## config.mk

```make
export PLATFORM = sky130hd
export DESIGN_NAME = host_command_buffer_flat
export DESIGN_NICKNAME = d
export VERILOG_FILES = /design/src/rtl/host_command_buffer_if.sv /design/src/rtl/host_command_buffer.sv /design/src/flat_wrapper.sv
export SDC_FILE = /design/constraint.sdc
export NUM_CORES = 1
export LEC_CHECK = 0
export CAP_MARGIN = 20
export CORE_ASPECT_RATIO = 0.7
export CORE_MARGIN = 3
export CORE_UTILIZATION = 35
export DETAILED_ROUTE_END_ITERATION = 8
export PLACE_DENSITY = 0.5
export SLEW_MARGIN = 20
export SYNTH_ARGS = -nofsm -noshare
export SYNTH_HDL_FRONTEND = slang
export SYNTH_SLANG_ARGS = --single-unit
```

## constraint.sdc

```tcl
create_clock -name gpuClock -period 14.63 [get_ports gpuClock]
set_input_delay 1.463 -clock gpuClock [delete_from_list [all_inputs] [get_ports gpuClock]]
set_output_delay 1.463 -clock gpuClock [all_outputs]
set_load 0.01 [all_outputs]
```

## src/rtl/host_command_buffer_if.sv

```systemverilog
// Host pin bus and controller command bus of the host command buffer.
// The slave modport is the buffer itself; master is the host/controller side.
interface host_command_buffer_if;
    logic        hostStrobe;
    logic        hostRead;
    logic [15:0] hostCommand;
    logic [15:0] hostData;
    logic        hostReady;
    logic        hostOverflow;
    logic [15:0] hostDataOut;
    logic        hostReadValid;
    logic [15:0] command;
    logic [15:0] data;
    logic [15:0] dataOut;
    logic        gpuBusy;
    logic        currentlyRendering;

    modport slave (
        input  hostStrobe, hostRead, hostCommand, hostData,
        input  dataOut, gpuBusy, currentlyRendering,
        output hostReady, hostOverflow, hostDataOut, hostReadValid,
        output command, data
    );

    modport master (
        output hostStrobe, hostRead, hostCommand, hostData,
        output dataOut, gpuBusy, currentlyRendering,
        input  hostReady, hostOverflow, hostDataOut, hostReadValid,
        input  command, data
    );
endinterface

```

## src/rtl/host_command_buffer.sv

```systemverilog
// Captures asynchronous host strobes into a FIFO and dispatches entries to the
// GPU controller one at a time, returning read data to the host.
module host_command_buffer #(
    parameter int          FIFO_DEPTH   = 8,
    parameter int          ISSUE_CYCLES = 2,
    parameter logic [15:0] NOP_CMD      = 16'h0000
) (
    input logic                   gpuClock,
    input logic                   reset,
    host_command_buffer_if.slave  bus
);
    localparam int PW = $clog2(FIFO_DEPTH);
    localparam int CW = PW + 1;
    localparam int IW = (ISSUE_CYCLES > 1) ? $clog2(ISSUE_CYCLES) : 1;
    localparam logic [CW-1:0] FULL       = CW'(FIFO_DEPTH);
    localparam logic [IW-1:0] ISSUE_LOAD = IW'(ISSUE_CYCLES - 1);

    typedef struct packed {
        logic        rd;
        logic [15:0] cmd;
        logic [15:0] dat;
    } entry_t;

    typedef enum logic [1:0] {IDLE, ISSUE, WAIT, READBACK} state_t;

    logic          sync1_q, sync1_d, sync2_q, sync2_d, edge_q, edge_d;
    logic          capture, push, pop;
    entry_t        mem_q [FIFO_DEPTH];
    entry_t        head;
    logic [PW-1:0] wr_ptr_q, wr_ptr_d, rd_ptr_q, rd_ptr_d;
    logic [CW-1:0] count_q, count_d;
    logic          ready_q, ready_d, overflow_q, overflow_d;

    state_t        state_q, state_d;
    logic [IW-1:0] cnt_q, cnt_d;
    logic [15:0]   cmd_q, cmd_d, data_q, data_d, hdo_q, hdo_d;
    logic          rd_q, rd_d, hrv_q, hrv_d;

    // Synchronizer plus edge flop; the pins are sampled on the capture edge.
    always_comb begin
        sync1_d = bus.hostStrobe;
        sync2_d = sync1_q;
        edge_d  = sync2_q;
        capture = sync2_q & ~edge_q;
    end

    always_comb begin
        head       = mem_q[rd_ptr_q];
        pop        = (state_q == IDLE) && (count_q != '0) &&
                     !bus.gpuBusy && !bus.currentlyRendering;
        // A full FIFO still accepts a capture when the head leaves the same cycle.
        push       = capture && ((count_q != FULL) || pop);
        wr_ptr_d   = push ? wr_ptr_q + 1'b1 : wr_ptr_q;
        rd_ptr_d   = pop  ? rd_ptr_q + 1'b1 : rd_ptr_q;
        count_d    = count_q + CW'(push) - CW'(pop);
        ready_d    = (count_d != FULL);
        overflow_d = overflow_q | (capture & ~push);
    end

    always_comb begin
        state_d = state_q;
        cnt_d   = cnt_q;
        cmd_d   = cmd_q;
        data_d  = data_q;
        rd_d    = rd_q;
        hdo_d   = hdo_q;
        hrv_d   = 1'b0;
        unique case (state_q)
            IDLE: begin
                cmd_d = NOP_CMD;
                if (pop) begin
                    cmd_d   = head.cmd;
                    data_d  = head.dat;
                    rd_d    = head.rd;
                    cnt_d   = ISSUE_LOAD;
                    state_d = ISSUE;
                end
            end
            ISSUE: begin
                if (cnt_q == '0) state_d = WAIT;
                else             cnt_d   = cnt_q - 1'b1;
            end
            WAIT: begin
                if (!bus.gpuBusy) begin
                    cmd_d   = NOP_CMD;
                    state_d = rd_q ? READBACK : IDLE;
                end
            end
            READBACK: begin
                hdo_d   = bus.dataOut;
                hrv_d   = 1'b1;
                cmd_d   = NOP_CMD;
                state_d = IDLE;
            end
            default: state_d = IDLE;
        endcase
    end

    always_ff @(posedge gpuClock) begin
        if (push) mem_q[wr_ptr_q] <= {bus.hostRead, bus.hostCommand, bus.hostData};
    end

    always_ff @(posedge gpuClock or posedge reset) begin
        if (reset) begin
            sync1_q    <= 1'b0;
            sync2_q    <= 1'b0;
            edge_q     <= 1'b0;
            wr_ptr_q   <= '0;
            rd_ptr_q   <= '0;
            count_q    <= '0;
            ready_q    <= 1'b1;
            overflow_q <= 1'b0;
            state_q    <= IDLE;
            cnt_q      <= '0;
            cmd_q      <= NOP_CMD;
            data_q     <= '0;
            rd_q       <= 1'b0;
            hdo_q      <= '0;
            hrv_q      <= 1'b0;
        end else begin
            sync1_q    <= sync1_d;
            sync2_q    <= sync2_d;
            edge_q     <= edge_d;
            wr_ptr_q   <= wr_ptr_d;
            rd_ptr_q   <= rd_ptr_d;
            count_q    <= count_d;
            ready_q    <= ready_d;
            overflow_q <= overflow_d;
            state_q    <= state_d;
            cnt_q      <= cnt_d;
            cmd_q      <= cmd_d;
            data_q     <= data_d;
            rd_q       <= rd_d;
            hdo_q      <= hdo_d;
            hrv_q      <= hrv_d;
        end
    end

    assign bus.hostReady     = ready_q;
    assign bus.hostOverflow  = overflow_q;
    assign bus.hostDataOut   = hdo_q;
    assign bus.hostReadValid = hrv_q;
    assign bus.command       = cmd_q;
    assign bus.data          = data_q;
endmodule
```

## src/flat_wrapper.sv

```systemverilog
// flat-port wrapper written by rule: the top's interface ports become plain ports
module host_command_buffer_flat 
#(
    parameter int          FIFO_DEPTH   = 8,
    parameter int          ISSUE_CYCLES = 2,
    parameter logic [15:0] NOP_CMD      = 16'h0000
)
  (gpuClock, reset, bus_hostStrobe, bus_hostRead, bus_hostCommand, bus_hostData, bus_dataOut, bus_gpuBusy, bus_currentlyRendering, bus_hostReady, bus_hostOverflow, bus_hostDataOut, bus_hostReadValid, bus_command, bus_data);
  host_command_buffer_if bus_i ();
  input logic gpuClock;
  input logic reset;
  input wire logic [$bits(bus_i.hostStrobe)-1:0] bus_hostStrobe;
  input wire logic [$bits(bus_i.hostRead)-1:0] bus_hostRead;
  input wire logic [$bits(bus_i.hostCommand)-1:0] bus_hostCommand;
  input wire logic [$bits(bus_i.hostData)-1:0] bus_hostData;
  input wire logic [$bits(bus_i.dataOut)-1:0] bus_dataOut;
  input wire logic [$bits(bus_i.gpuBusy)-1:0] bus_gpuBusy;
  input wire logic [$bits(bus_i.currentlyRendering)-1:0] bus_currentlyRendering;
  output wire logic [$bits(bus_i.hostReady)-1:0] bus_hostReady;
  output wire logic [$bits(bus_i.hostOverflow)-1:0] bus_hostOverflow;
  output wire logic [$bits(bus_i.hostDataOut)-1:0] bus_hostDataOut;
  output wire logic [$bits(bus_i.hostReadValid)-1:0] bus_hostReadValid;
  output wire logic [$bits(bus_i.command)-1:0] bus_command;
  output wire logic [$bits(bus_i.data)-1:0] bus_data;
  assign bus_i.hostStrobe = bus_hostStrobe;
  assign bus_i.hostRead = bus_hostRead;
  assign bus_i.hostCommand = bus_hostCommand;
  assign bus_i.hostData = bus_hostData;
  assign bus_i.dataOut = bus_dataOut;
  assign bus_i.gpuBusy = bus_gpuBusy;
  assign bus_i.currentlyRendering = bus_currentlyRendering;
  assign bus_hostReady = bus_i.hostReady;
  assign bus_hostOverflow = bus_i.hostOverflow;
  assign bus_hostDataOut = bus_i.hostDataOut;
  assign bus_hostReadValid = bus_i.hostReadValid;
  assign bus_command = bus_i.command;
  assign bus_data = bus_i.data;
  host_command_buffer #(.FIFO_DEPTH(FIFO_DEPTH), .ISSUE_CYCLES(ISSUE_CYCLES), .NOP_CMD(NOP_CMD)) u_core (.gpuClock(gpuClock), .reset(reset), .bus(bus_i));
endmodule
```

==> run summary <==
========================================================================================================
Overall die width .........................................................................     233.1 um
Half-perimeter wire length after detailed placement .......................................     15900 um
Number of cells upsized or downsized after cts ............................................            0
Number of routed nets with antenna violations .............................................            0
Critical path startpoint category .........................................................   input port
Post-CTS Setup Bufs .......................................................................            0
Fin crit period ...........................................................................     4.225 ns
# Max-Cap Violations ......................................................................            0
Setup repair after global routing missed its margin .......................................           no
Netlist cell types ........................................................................           38
Final Hold Vio Count ......................................................................            0
Multi-input gate area in the final layout .................................................    2865 um^2
Deepest clock path buffer count ...........................................................            3
Initial antenna violation count ...........................................................            0
Reg2reg setup slack .......................................................................     11.34 ns
Timing endpoint of the critical path ...................................................... u_core.bus.hostReady$_DFF_PP1_
H-tree levels .............................................................................            2
Total negative slack for setup checks .....................................................         0 ns
Wire length of the first global-routing pass ..............................................     41880 um
Max Clk Rate ..............................................................................    236.7 MHz
Sequential share of the synthesized area ..................................................       0.7621
Ratio of final minimum period to clock period .............................................       0.2888
Summed instance area of the synthesized netlist ...........................................   12640 um^2
Worst clock skew ..........................................................................   0.01779 ns
Layout overhead on the synthesized area ...................................................       22.89%
Worst Setup SP ............................................................................  bus_gpuBusy
Data arrival time of the worst path .......................................................      4.65 ns
Critical path fanouts, max ................................................................            7
Power density of the placed cells ......................................................... 193.6 nW/um^2
Crit path cell chain ...................................................................... clkdlybuf4s50_1, or4_4, o211ai_2, nand2_2, o21ai_0, ha_1, inv_1, fa_1, inv_1, or4b_2
Total inserted antenna cells ..............................................................            0
Slew at the pin closest to its max-slew limit .............................................     1.005 ns
Number of synthesized register bits .......................................................          332
Global placer's final weighted congestion .................................................       0.7473
Type of the worst setup path ..............................................................    in -> reg
DR vias/cell ..............................................................................        4.949
Placement row count .......................................................................           57
Via total after detailed routing ..........................................................         6255
Gate count after technology mapping .......................................................          642
Fraction of synthesized cell area taken by the top area cell type .........................       0.6273
Die height ................................................................................     165.0 um
Highest-delay cell along the critical path ................................................       or4b_2
CTS Hold Buffers Added ....................................................................            0
Post-CTS clock slew at the launch and capture registers of the worst setup and hold paths .      0.06 ns
HP Class ..................................................................................   reg -> reg
Peak supply drop ..........................................................................    0.1030 mV
Fillers ...................................................................................         3026
Starting density of the core ..............................................................       0.3594
Total routing resource utilization after global routing ...................................       0.1464
Worst R2R Start ........................................................................... u_core.state_q[1]$_DFFE_PP0P_
Capture point of the worst reg-to-reg path ................................................ u_core.bus.hostReady$_DFF_PP1_
Final setup violation count ...............................................................            0
Status .................................................................................... finished clean
Library cell used as clock root buffer ....................................................    clkbuf_16
Worst slew slack as a fraction of its limit ...............................................       0.3266
Required time reported for the critical path endpoint .....................................     15.05 ns
Initial drt markers .......................................................................          380
Type of destination of the critical path ..................................................    flip-flop
Total power consumption of the routed design ..............................................     3.006 mW
Main area contributors after synthesis .................................................... edfxtp_1 (63%), dfrtp_1 (13%), mux4_2 (8.9%)
Final max-slew violation count ............................................................            0
R2r worst-path depth ......................................................................            9
DRC .......................................................................................            0
TritonCTS clock tree ......................................................................        built
Syn_area_per_cell .........................................................................   19.68 um^2
Avg WL per Cell ...........................................................................     21.97 um
Largest area contributor in the synthesized netlist .......................................     edfxtp_1
Leakage power .............................................................................     5.305 nW
Peak per-stage delay on the critical path .................................................      0.67 ns
Routed WL .................................................................................     27760 um
First-pass iteration count of the detailed router .........................................            5
Vias in the first global route ............................................................         6800
Overall overflow remaining after global route .............................................            0
Clock insertion delay at the later pin of the skew report .................................      0.52 ns
CTS sink cnt ..............................................................................          332
Ys Warns ..................................................................................            0
Clock buffers created by TritonCTS ........................................................           34
Fraction of layout instances using a drive strength above 1 ...............................       0.2475
Number of nets in the layout ..............................................................          828
Synthesized net count .....................................................................          704
Worst path most repeated cell .............................................................        inv_1
Number of ports placed on the die boundary ................................................          105
Number of I/O port buffers ................................................................          104
Area enclosed by the die boundary .........................................................   38460 um^2
Sequential cell area ......................................................................    9639 um^2
Pin count of the biggest net entering global routing ......................................           54
Floorplan Core Area .......................................................................   35160 um^2
========================================================================================================
==> state kept, by name, indices dropped and copies added, names as in the netlist, 2 cells and up <==
name,cells
u_core.mem_q,264
u_core.bus.command,16
u_core.bus.data,16
u_core.bus.hostDataOut,16
u_core.count_q,4
u_core.rd_ptr_q,3
u_core.wr_ptr_q,3
u_core.state_q,2
==> kinds of logic after synthesis <==
| kind of cell | count (synthesis) | share of synthesized area |
|---|---|---|
| AOI/OAI and AO/OA | 61 | 0.03643 |
| xor gates and xnor gates | 6 | 0.004158 |
| adders and majority gates | 8 | 0.008515 |
| buffers and inverters | 40 | 0.01564 |
| DFF | 332 | 0.7621 |
| muxes | 116 | 0.1462 |
| and+or+nand+nor | 79 | 0.02693 |
==> cell usage in the layout, fill, tap and decap left out, types with 6 or more instances in the layout <==
master | synthesis | layout
bufinv_16 | 0 | 8
inv_1 | 9 | 8
mux2i_1 | 17 | 17
dfrtp_1 | 67 | 64
o22ai_1 | 17 | 17
o21ai_0 | 18 | 18
ha_1 | 7 | 7
nor2_1 | 21 | 18
clkdlybuf4s50_1 | 0 | 104
mux2_2 | 48 | 48
clkbuf_16 | 0 | 37
nand2b_1 | 6 | 6
mux4_2 | 50 | 50
clkinv_1 | 0 | 6
nand2_1 | 41 | 41
edfxtp_1 | 264 | 264
buf_4 | 3 | 15
o31ai_2 | 14 | 14
==> report_power, final <==
part	switching [mW]	internal [mW]
logic	0.397	0.396
clock network	0.350	0.605
registers	0.0938	1.16
==> Yosys cell counts (all sizes together) <==
library cell / number
xnor2: 5
nand2: 42
buf: 19
nor3: 4
clkbuf: 12
o31ai: 16
mux4: 50
nor2b: 1
nand2b: 6
edfxtp: 264
dfstp: 1
dfrtp: 67
nor4: 1
o211ai: 1
or4b: 1
o21a: 1
nor2: 21
mux2: 49
o22ai: 17
mux2i: 17
inv: 9
fa: 1
nand3: 2
a41o: 1
o21ai: 19
a21o: 2
or4: 1
xor2: 1
a21oi: 3
ha: 7
o32ai: 1
==> per-layer routing <==
metal / track usage / routed length [um] / vias up
li1: - / - / 2785
met1: 0.2072 / 12910 / 3278
met5: 0 / 0 / -
met3: 0.03069 / 1540 / 29
met2: 0.2346 / 12970 / 163
met4: 0.03272 / 346 / 0
==> critical path: cells and delay by family <==
kind / cells / cell delay, ns
adder cells (fa/ha/maj): 2 / 0.71
AND/OR/NAND/NOR: 3 / 1.40
buffers and inverters: 3 / 0.58
AO/OA/AOI/OAI: 2 / 0.48
==> through the flow <==
| step | setup slack, ns | hold WS [ns] | area, um^2 | instances | util |
|---|---|---|---|---|---|
| 4_1_cts | 10.42 | 0.3698 | 15520 | 1264 | 0.4415 |
| 2_1_floorplan | 8.671 | 0.3312 | 12640 | 642 | - |
| 3_5_place_dp | 9.876 | 0.3504 | 14280 | 1202 | 0.4061 |
| 6_report | 10.41 | 0.3598 | 15530 | 1264 | 0.4417 |
| 5_1_grt | 10.26 | 0.3768 | 15530 | 1264 | 0.4417 |
| 3_3_place_gp | 9.971 | 0.3497 | 14280 | 1202 | 0.4061 |
==> how the worst min path moves through the flow <==
stage	slack (ns)	cells past startpoint	start	end
floorplan	0.33	0	u_core.sync1_q$_DFF_PP0_	u_core.edge_d$_DFF_PP0_
CTS	0.37	0	u_core.sync1_q$_DFF_PP0_	u_core.edge_d$_DFF_PP0_
global route	0.38	0	u_core.sync1_q$_DFF_PP0_	u_core.edge_d$_DFF_PP0_
detailed placement	0.35	0	u_core.sync1_q$_DFF_PP0_	u_core.edge_d$_DFF_PP0_
finish	0.36	0	u_core.sync1_q$_DFF_PP0_	u_core.edge_d$_DFF_PP0_
global placement	0.35	0	u_core.sync1_q$_DFF_PP0_	u_core.edge_d$_DFF_PP0_
==> layout make-up <==
cell class,count,area share
sequential,332,0.6207
multi-input combinational,270,0.1845
timing repair buffer,119,0.07428
clock buffer,43,0.06171
tap,472,0.03803
clock inverter,19,0.01853
inverter,9,0.002256
(Power assumes the default switching activity.)
